**src/rtl/lct_l1a_gen.sv**
```systemverilog
`timescale 1ns/1ps
// -----------------------------------------------------------------------------
// lct_l1a_gen
//
// Calibration / self-test sequencer for the LCT delay/match path on the DMB
// control FPGA. One START launches a burst of LCT pulses. Each LCT is followed
// by an L1A at a programmed LCT-to-L1A spacing, and consecutive pairs are
// separated by a programmed idle gap. L1A_MATCH pulses coming back from the
// match path are counted, so a timing scan can confirm the latency and
// fine-delay settings from inside the chip.
//
// Burst timing (cycle numbers relative to the cycle in which START is taken):
//   LCT  k : 1 + k*(DLY+SPACING+1),  k = 0 .. N-1
//   L1A  k : LCT k + DLY             (suppressed when EN_L1A = 0)
//   DONE   : final L1A slot + 1      (BUSY already low in that cycle)
//
// Ports
//   CLK          in   1  system clock, all logic on the rising edge
//   RST          in   1  synchronous active-high reset
//   START        in   1  one-cycle burst request, acted on only in IDLE
//   NPULSE       in   8  LCT/L1A pairs per burst, 0 means 256
//   LCT_L1A_DLY  in   8  cycles from each LCT to its L1A (0..255)
//   SPACING      in   8  idle cycles between an L1A slot and the next LCT
//   EN_L1A       in   1  1 = issue L1A after each LCT, 0 = LCT only
//   L1A_MATCH    in   1  match pulse returned by the delay/match path
//   LCT          out  1  one-cycle LCT pulse
//   L1A          out  1  one-cycle L1A pulse
//   BUSY         out  1  high from the first LCT through the final L1A slot
//   DONE         out  1  one-cycle pulse when a burst completes
//   PCNT         out  9  LCTs issued in the current or last burst
//   MATCH_CNT    out  8  L1A_MATCH pulses since the last accepted START,
//                        saturating at 255
//
// All outputs are registered. Every transition that enters a state also sets
// that state's outputs, so a pulse appears in the same cycle the FSM sits in
// the corresponding state.
// -----------------------------------------------------------------------------
module lct_l1a_gen (
    input  logic       CLK,
    input  logic       RST,
    input  logic       START,
    input  logic [7:0] NPULSE,
    input  logic [7:0] LCT_L1A_DLY,
    input  logic [7:0] SPACING,
    input  logic       EN_L1A,
    input  logic       L1A_MATCH,
    output logic       LCT,
    output logic       L1A,
    output logic       BUSY,
    output logic       DONE,
    output logic [8:0] PCNT,
    output logic [7:0] MATCH_CNT
);

    typedef enum logic [2:0] {
        S_IDLE,
        S_LCT,
        S_WAIT,
        S_L1A,
        S_GAP,
        S_FIN
    } state_t;

    state_t     state;

    // Burst configuration captured when START is accepted; later input
    // changes do not disturb a running burst.
    logic [8:0] npulse_q;
    logic [7:0] dly_q;
    logic [7:0] spacing_q;
    logic       en_l1a_q;

    // Remaining WAIT / GAP cycles. Both are loaded only on state entry and
    // the state is left on the cycle they count down to zero, so they never
    // wrap below zero.
    logic [7:0] dly_cnt;
    logic [7:0] gap_cnt;

    logic       start_accept;
    logic       last_pulse;

    assign start_accept = (state == S_IDLE) && START;

    // PCNT already includes the LCT of the pair now finishing.
    assign last_pulse   = (PCNT == npulse_q);

    // -------------------------------------------------------------------------
    // Burst sequencer
    // -------------------------------------------------------------------------
    // NOTE: sequential state uses non-blocking assignments so every register
    // sees the pre-edge values of the others, independent of statement order.
    always_ff @(posedge CLK) begin
        if (RST) begin
            state     <= S_IDLE;
            npulse_q  <= 9'd0;
            dly_q     <= 8'd0;
            spacing_q <= 8'd0;
            en_l1a_q  <= 1'b0;
            dly_cnt   <= 8'd0;
            gap_cnt   <= 8'd0;
            LCT       <= 1'b0;
            L1A       <= 1'b0;
            BUSY      <= 1'b0;
            DONE      <= 1'b0;
            PCNT      <= 9'd0;
        end else begin
            // Single-cycle pulses drop unless the arm below re-asserts them.
            LCT  <= 1'b0;
            L1A  <= 1'b0;
            DONE <= 1'b0;

            case (state)
                S_IDLE: begin
                    if (START) begin
                        npulse_q  <= (NPULSE == 8'd0) ? 9'd256 : {1'b0, NPULSE};
                        dly_q     <= LCT_L1A_DLY;
                        spacing_q <= SPACING;
                        en_l1a_q  <= EN_L1A;
                        // First LCT: PCNT is cleared and counts this LCT.
                        // The config registers are not loaded yet, so the
                        // zero-delay L1A decision uses the live inputs.
                        state     <= S_LCT;
                        LCT       <= 1'b1;
                        L1A       <= (LCT_L1A_DLY == 8'd0) && EN_L1A;
                        BUSY      <= 1'b1;
                        PCNT      <= 9'd1;
                    end
                end

                S_LCT: begin
                    if (dly_q == 8'd0) begin
                        // The L1A slot coincided with this LCT, so the pair
                        // is already complete.
                        if (last_pulse) begin
                            state <= S_FIN;
                            DONE  <= 1'b1;
                            BUSY  <= 1'b0;
                        end else if (spacing_q == 8'd0) begin
                            state <= S_LCT;
                            LCT   <= 1'b1;
                            L1A   <= en_l1a_q;
                            PCNT  <= PCNT + 9'd1;
                        end else begin
                            state   <= S_GAP;
                            gap_cnt <= spacing_q;
                        end
                    end else if (dly_q == 8'd1) begin
                        // DLY-1 = 0 WAIT cycles: the L1A slot is the next cycle.
                        state <= S_L1A;
                        L1A   <= en_l1a_q;
                    end else begin
                        state   <= S_WAIT;
                        dly_cnt <= dly_q - 8'd1;
                    end
                end

                S_WAIT: begin
                    dly_cnt <= dly_cnt - 8'd1;
                    if (dly_cnt == 8'd1) begin
                        state <= S_L1A;
                        L1A   <= en_l1a_q;
                    end
                end

                S_L1A: begin
                    if (last_pulse) begin
                        state <= S_FIN;
                        DONE  <= 1'b1;
                        BUSY  <= 1'b0;
                    end else if (spacing_q == 8'd0) begin
                        state <= S_LCT;
                        LCT   <= 1'b1;
                        L1A   <= (dly_q == 8'd0) && en_l1a_q;
                        PCNT  <= PCNT + 9'd1;
                    end else begin
                        state   <= S_GAP;
                        gap_cnt <= spacing_q;
                    end
                end

                S_GAP: begin
                    gap_cnt <= gap_cnt - 8'd1;
                    if (gap_cnt == 8'd1) begin
                        state <= S_LCT;
                        LCT   <= 1'b1;
                        L1A   <= (dly_q == 8'd0) && en_l1a_q;
                        PCNT  <= PCNT + 9'd1;
                    end
                end

                S_FIN: begin
                    // DONE is showing this cycle; a START here is ignored.
                    state <= S_IDLE;
                end

                default: begin
                    state <= S_IDLE;
                    BUSY  <= 1'b0;
                end
            endcase
        end
    end

    // -------------------------------------------------------------------------
    // Match counter
    //
    // Runs in every state because matches can arrive after DONE. An accepted
    // START clears the count and outranks a simultaneous match.
    // -------------------------------------------------------------------------
    always_ff @(posedge CLK) begin
        if (RST) begin
            MATCH_CNT <= 8'd0;
        end else if (start_accept) begin
            MATCH_CNT <= 8'd0;
        end else if (L1A_MATCH && (MATCH_CNT != 8'hFF)) begin
            MATCH_CNT <= MATCH_CNT + 8'd1;
        end
    end

endmodule

```
**config.mk**
```make
export PLATFORM = sky130hd
export DESIGN_NAME = lct_l1a_gen
export DESIGN_NICKNAME = d
export VERILOG_FILES = /design/src/rtl/lct_l1a_gen.sv
export SDC_FILE = /design/constraint.sdc
export NUM_CORES = 1
export LEC_CHECK = 0
export ABC_AREA = 1
export BUFFER_PORTS_ARGS = -buffer_cell sky130_fd_sc_hd__buf_4
export CORE_MARGIN = 4
export CORE_UTILIZATION = 30
export DETAILED_ROUTE_END_ITERATION = 8
export SETUP_SLACK_MARGIN = 0.02
export SYNTH_ARGS = -nofsm -noshare
export SYNTH_HDL_FRONTEND = slang
export SYNTH_SLANG_ARGS = --single-unit
```
**constraint.sdc**
```tcl
create_clock -name CLK -period 1.9 [get_ports CLK]
set_input_delay 0.38 -clock CLK [delete_from_list [all_inputs] [get_ports CLK]]
set_output_delay 0.38 -clock CLK [all_outputs]
set_load 0.02 [all_outputs]
```
Word-level counts from Yosys, hierarchy flattened. Index checks and enable logic that the tools add are counted.

Register bits: 66. Logic and storage cells: 100.

$add $sub $neg: 5. Equal/unequal tests: 16. Muxes and demuxes: 45. Bitwise logic cells: 1. Reduce and logical (&&, ||, !) cells: 20.

Operator list (number): two-way mux 9 bit (6); two-way mux 8 bit (5); case mux 9 bit (4 select lines) (1); zero test 8 bit (4); equality test 8 x 1 -> 1 bit, second input constant (3); case mux 8 bit (3 select lines) (1); subtractor 8 x 1 -> 8 bit, second input constant (3); two-way mux 1 bit (20); two-way mux 3 bit (6); case mux 8 bit (2 select lines) (1); case mux 3 bit (5 select lines) (1); inequality test 2 bit, second input constant (6); adder 9 x 1 -> 9 bit, second input constant (1); equality test 9 bit (1); AND reduction 3 bit (3); adder 8 x 1 -> 8 bit, second input constant (1); inequality test 8 bit, second input constant (1); case mux 1 bit (4 select lines) (2); equality test 3 x 2 -> 1 bit, second input constant (2); equality test 3 bit, second input constant (2); case mux 1 bit (5 select lines) (1); logical AND 1 bit (4); AND reduction 2 bit (2); AND reduction 4 bit (1); 9 further kinds (9).

Longest topological paths before layout.
Depth in word-level cells: 5. Mapped depth: 13. Gate-level depth less buffers: 13.

Worst setup path after synthesis. No wires, ideal clock.

Kind: reg2reg. From: register MATCH_CNT[1]. To: register MATCH_CNT[4]. Library setup time: 70 ps. Arrival time: 1517 ps. Required time: 1830 ps. Path slack: 313 ps. Cell stages (with the launch flop): 11. Path buffers: 0. Clock period less this slack: 1587 ps. Cell sequence: dfxtp_1 > ha_1 > nand3_1 > nor2_1 > nand3_1 > nand2_1 > inv_1 > and3_1 > nand2_1 > nand2_1 > a21oi_1.

Word-level cells in the longest chain between the ends: 2.

RTL lines: start, declared (line 52) `output logic [7:0] MATCH_CNT`; start signal, assigned (line 216) `MATCH_CNT <= MATCH_CNT + 8'd1;`; parallel branches: the longest is 2 deep, another holds adder 8 x 1 -> 8 bit.

Several ways; the timed one is not identified. A chain may end at the register's enable or synchronous reset.

Worst setup path after layout.
From: register PCNT[4]. To: register PCNT[1].

Word-level cells in the longest chain between the ends: 4.

RTL lines: start, declared (line 51) `output logic [8:0] PCNT,`; start signal, assigned (line 142) `PCNT <= PCNT + 9'd1;`; start signal, assigned (line 174) `PCNT <= PCNT + 9'd1;`; start signal, assigned (line 187) `PCNT <= PCNT + 9'd1;`; equality test 9 bit (*) (line 85) `assign last_pulse = (PCNT == npulse_q);`; two-way mux 9 bit (*); two-way mux 9 bit; case mux 9 bit (4 select lines) (*).

Mark *: on every way between the ends. The rest lies on a longest branch, timed or not. The select of a mux whose other input is x is not followed.

==> results_dict.tcl <==
set metrics [dict create \
    status "finished clean" \
    n_antenna_cell 0 \
    syn_area_sq_mm 0.00366 \
    arrival_ns 1.91 \
    cellLeakagePower_uw 0.00190 \
    holdCritPathClass "in2reg" \
    yosys.area.top_type "dfxtp_1" \
    dr.pass1.iters 4 \
    die_y_um 119 \
    synthCells 537 \
    critPathRequiredTime_ns 2.12 \
    drive_gt1_frac 0.187 \
    intPower_uw 3940 \
    antenna_found_initial 0 \
    p_clk_frac 0.233 \
    final-setup-viol-count 0 \
    nFillCells 1222 \
    grt_pass1_vias 3387 \
    tns_ns 0 \
    path_max_fanout 10 \
    core_area_sq_mm 0.0120 \
    start_util 0.306 \
    clk_latency_ns 0.33 \
    drt-total-wl_um 9430 \
    clock_path_buffers 2 \
    die_area_sq_mm 0.0140 \
    slowest_stage "dfxtp_1" \
    fin_nets 633 \
    p_per_area_mw_per_mm2 1550 \
    worstSetupEndpointType "register" \
    numPortBuffers 49 \
    rsz0062_at_grt "no" \
    drc 0 \
    first_iter_violations 170 \
    grt_pass1_wl_um 15700 \
    slew_viol_final 0 \
    crit_type "reg2reg" \
    syn_to_final_growth_pct 24.0 \
    syn-num-nets 575 \
    fmax_mhz 590 \
    path_clk_slew_ns 0.06 \
    finalClockSkew_ns 0.00878 \
    cts_hold_buf 0 \
    tightest_slew_ns 0.357 \
    hpwl_um 7070 \
    synth_edf_count 0 \
    finalCriticalPeriod_ns 1.70 \
    syn_area_per_cell_sq_um 6.82 \
    ys_ff_latch 66 \
    setup_ws_ns 0.204 \
    synth-async-reset-ratio 0 \
    p_sw_uw 3120 \
    ys_seq_area_frac 0.361 \
    root_buffer "clkbuf_16" \
    cp_common_cell "nand2_1" \
    ir_worst_vdd_uv 528 \
    timing.final.crit_share 0.893 \
    yosys.cell_count.top_type "nand2_1" \
    grt_max_degree 28 \
    ioPinCount 50 \
    pre_cts_ws_ns 0.159 \
    slowest_delay_ns 0.44 \
    seq_power_share 0.282 \
    std_cell_rows 40 \
    cpLargestDelayFamily "simple AND/OR/NAND/NOR gates" \
    relSlewSlack 0.762 \
    cts_buffers 9 \
    drtAntennaViolNets 0 \
    yosys-top-cells-area "dfxtp_1, nand2_1, a21oi_1" \
    grtUsageTotal 0.135 \
    ys.warnings.count 0 \
    critPathBufInv 1 \
    die_w_um 119 \
    swShare 0.442 \
    cap_violations 0 \
    power_frac_comb 0.485 \
    cts.sinks 66 \
    grt-ovfl-total 0 \
    synthFlopType "dfxtp_1" \
    cts-htree-levels 3 \
    vias 3535 \
    gp_congestion 0.865 \
    routedWlPerCell_um 12.6 \
    netlist_top_cells_count "nand2_1, dfxtp_1, inv_1" \
    yosysTopAreaCellShare 0.361 \
    yosysUniqueCellTypes 37 \
    cts_tree "built" \
    crit_path_start_kind "register" \
    vias_per_cell 4.74 \
    hold_viol_final 0 \
    cp_cell_sequence "inv_1, nand2_1, nand4_1, nor2_1, nand2_2, nand2_2, nand2_4, nand2_4, nand2_1, nand2_1, nor2_2" \
]
[logic make-up after synthesis]
group | after synthesis | synth area share
flops | 66 | 0.361
buf+inv | 85 | 0.0901
xor+xnor | 14 | 0.0335
fa+ha+maj | 9 | 0.0307
simple gates | 239 | 0.304
compound gates | 124 | 0.181
[area by class of cell]
cell class | instances | area, sq um | share of cell area
sequential | 66 | 1320 | 0.291
clock inverter | 5 | 55.1 | 0.0121
tap | 147 | 184 | 0.0405
inverter | 73 | 277 | 0.0608
clock buffer | 10 | 239 | 0.0526
multi-input combinational | 386 | 2010 | 0.443
timing repair buffer | 59 | 455 | 0.100
[sequential cells by signal, indices dropped and copies added, names as in the netlist, 3 cells and up]
register   count
dly_q          8
state          3
dly_cnt        8
gap_cnt        8
PCNT           9
npulse_q       9
MATCH_CNT      8
spacing_q      8
[final timing paths]
| check | startpoint | cells after the start | slack, ns | endpoint |
|---|---|---|---|---|
| worst max-delay path | PCNT[4] | 11 | 0.20 | PCNT[1] |
| worst min-delay path | NPULSE[6] | 3 | 0.30 | npulse_q[6] |
| worst max register to register | PCNT[4] | 11 | 0.20 | PCNT[1] |
| worst min register to register | dly_cnt[1] | 2 | 0.46 | dly_cnt[1] |
[placed cells by master, fill, tap and decap left out, types with 9 or more instances in the layout]
cell type / count
xor2_1: 11
buf_4: 58
nand4_1: 9
a21oi_1: 59
nand3_1: 37
nand2_1: 107
inv_2: 9
nor2_1: 50
o21ai_0: 28
clkbuf_16: 9
ha_1: 9
dfxtp_1: 65
o21ai_1: 23
inv_1: 63
[power by group through the flow]
stage / logic [uW] / registers, uW / clock network [uW]
3_3_place_gp: 3370 / 2010 / 0
5_1_grt: 3890 / 2040 / 1740
2_1_floorplan: 2610 / 2010 / 0
3_5_place_dp: 3430 / 2020 / 0
4_1_cts: 3450 / 1990 / 1680
6_report: 3420 / 1990 / 1640
[routing by layer]
| metal | vias up | global-route usage | part of all wire | wire [um] |
|---|---|---|---|---|
| li1 | 1872 | - | - | - |
| met1 | 1582 | 0.169 | 0.46 | 4380 |
| met2 | 69 | 0.222 | 0.47 | 4460 |
| met3 | 12 | 0.0321 | 0.045 | 425 |
| met4 | 0 | 0.0587 | 0.018 | 172 |
| met5 | - | 0 | 0 | 0 |
[through the flow]
step / power, uW / hold WS (ns) / utilization / std cells / instance area, sq um
5_1_grt: 7680 / 0.300 / 0.380 / 746 / 4550
3_3_place_gp: 5390 / 0.453 / 0.355 / 731 / 4250
4_1_cts: 7110 / 0.292 / 0.380 / 746 / 4540
2_1_floorplan: 4620 / 0.439 / - / 537 / 3660
6_report: 7060 / 0.296 / 0.380 / 746 / 4550
3_5_place_dp: 5440 / 0.452 / 0.355 / 731 / 4250
[worst register-to-register path: stages (launching register included)]
cell     delay, ns
dfxtp_1       0.44
inv_1         0.11
nand2_1       0.07
nand4_1       0.09
nor2_1        0.19
nand2_2       0.12
nand2_2       0.13
nand2_4       0.12
nand2_4       0.15
nand2_1       0.07
nand2_1       0.07
nor2_2        0.03
[what timing repair did]
item / in CTS / in global routing
setup buffers: 0 / 0
resized for setup: 0 / 1
setup endpoints to repair: 0 / 16
Note: power is estimated with default switching activity, not from simulation.
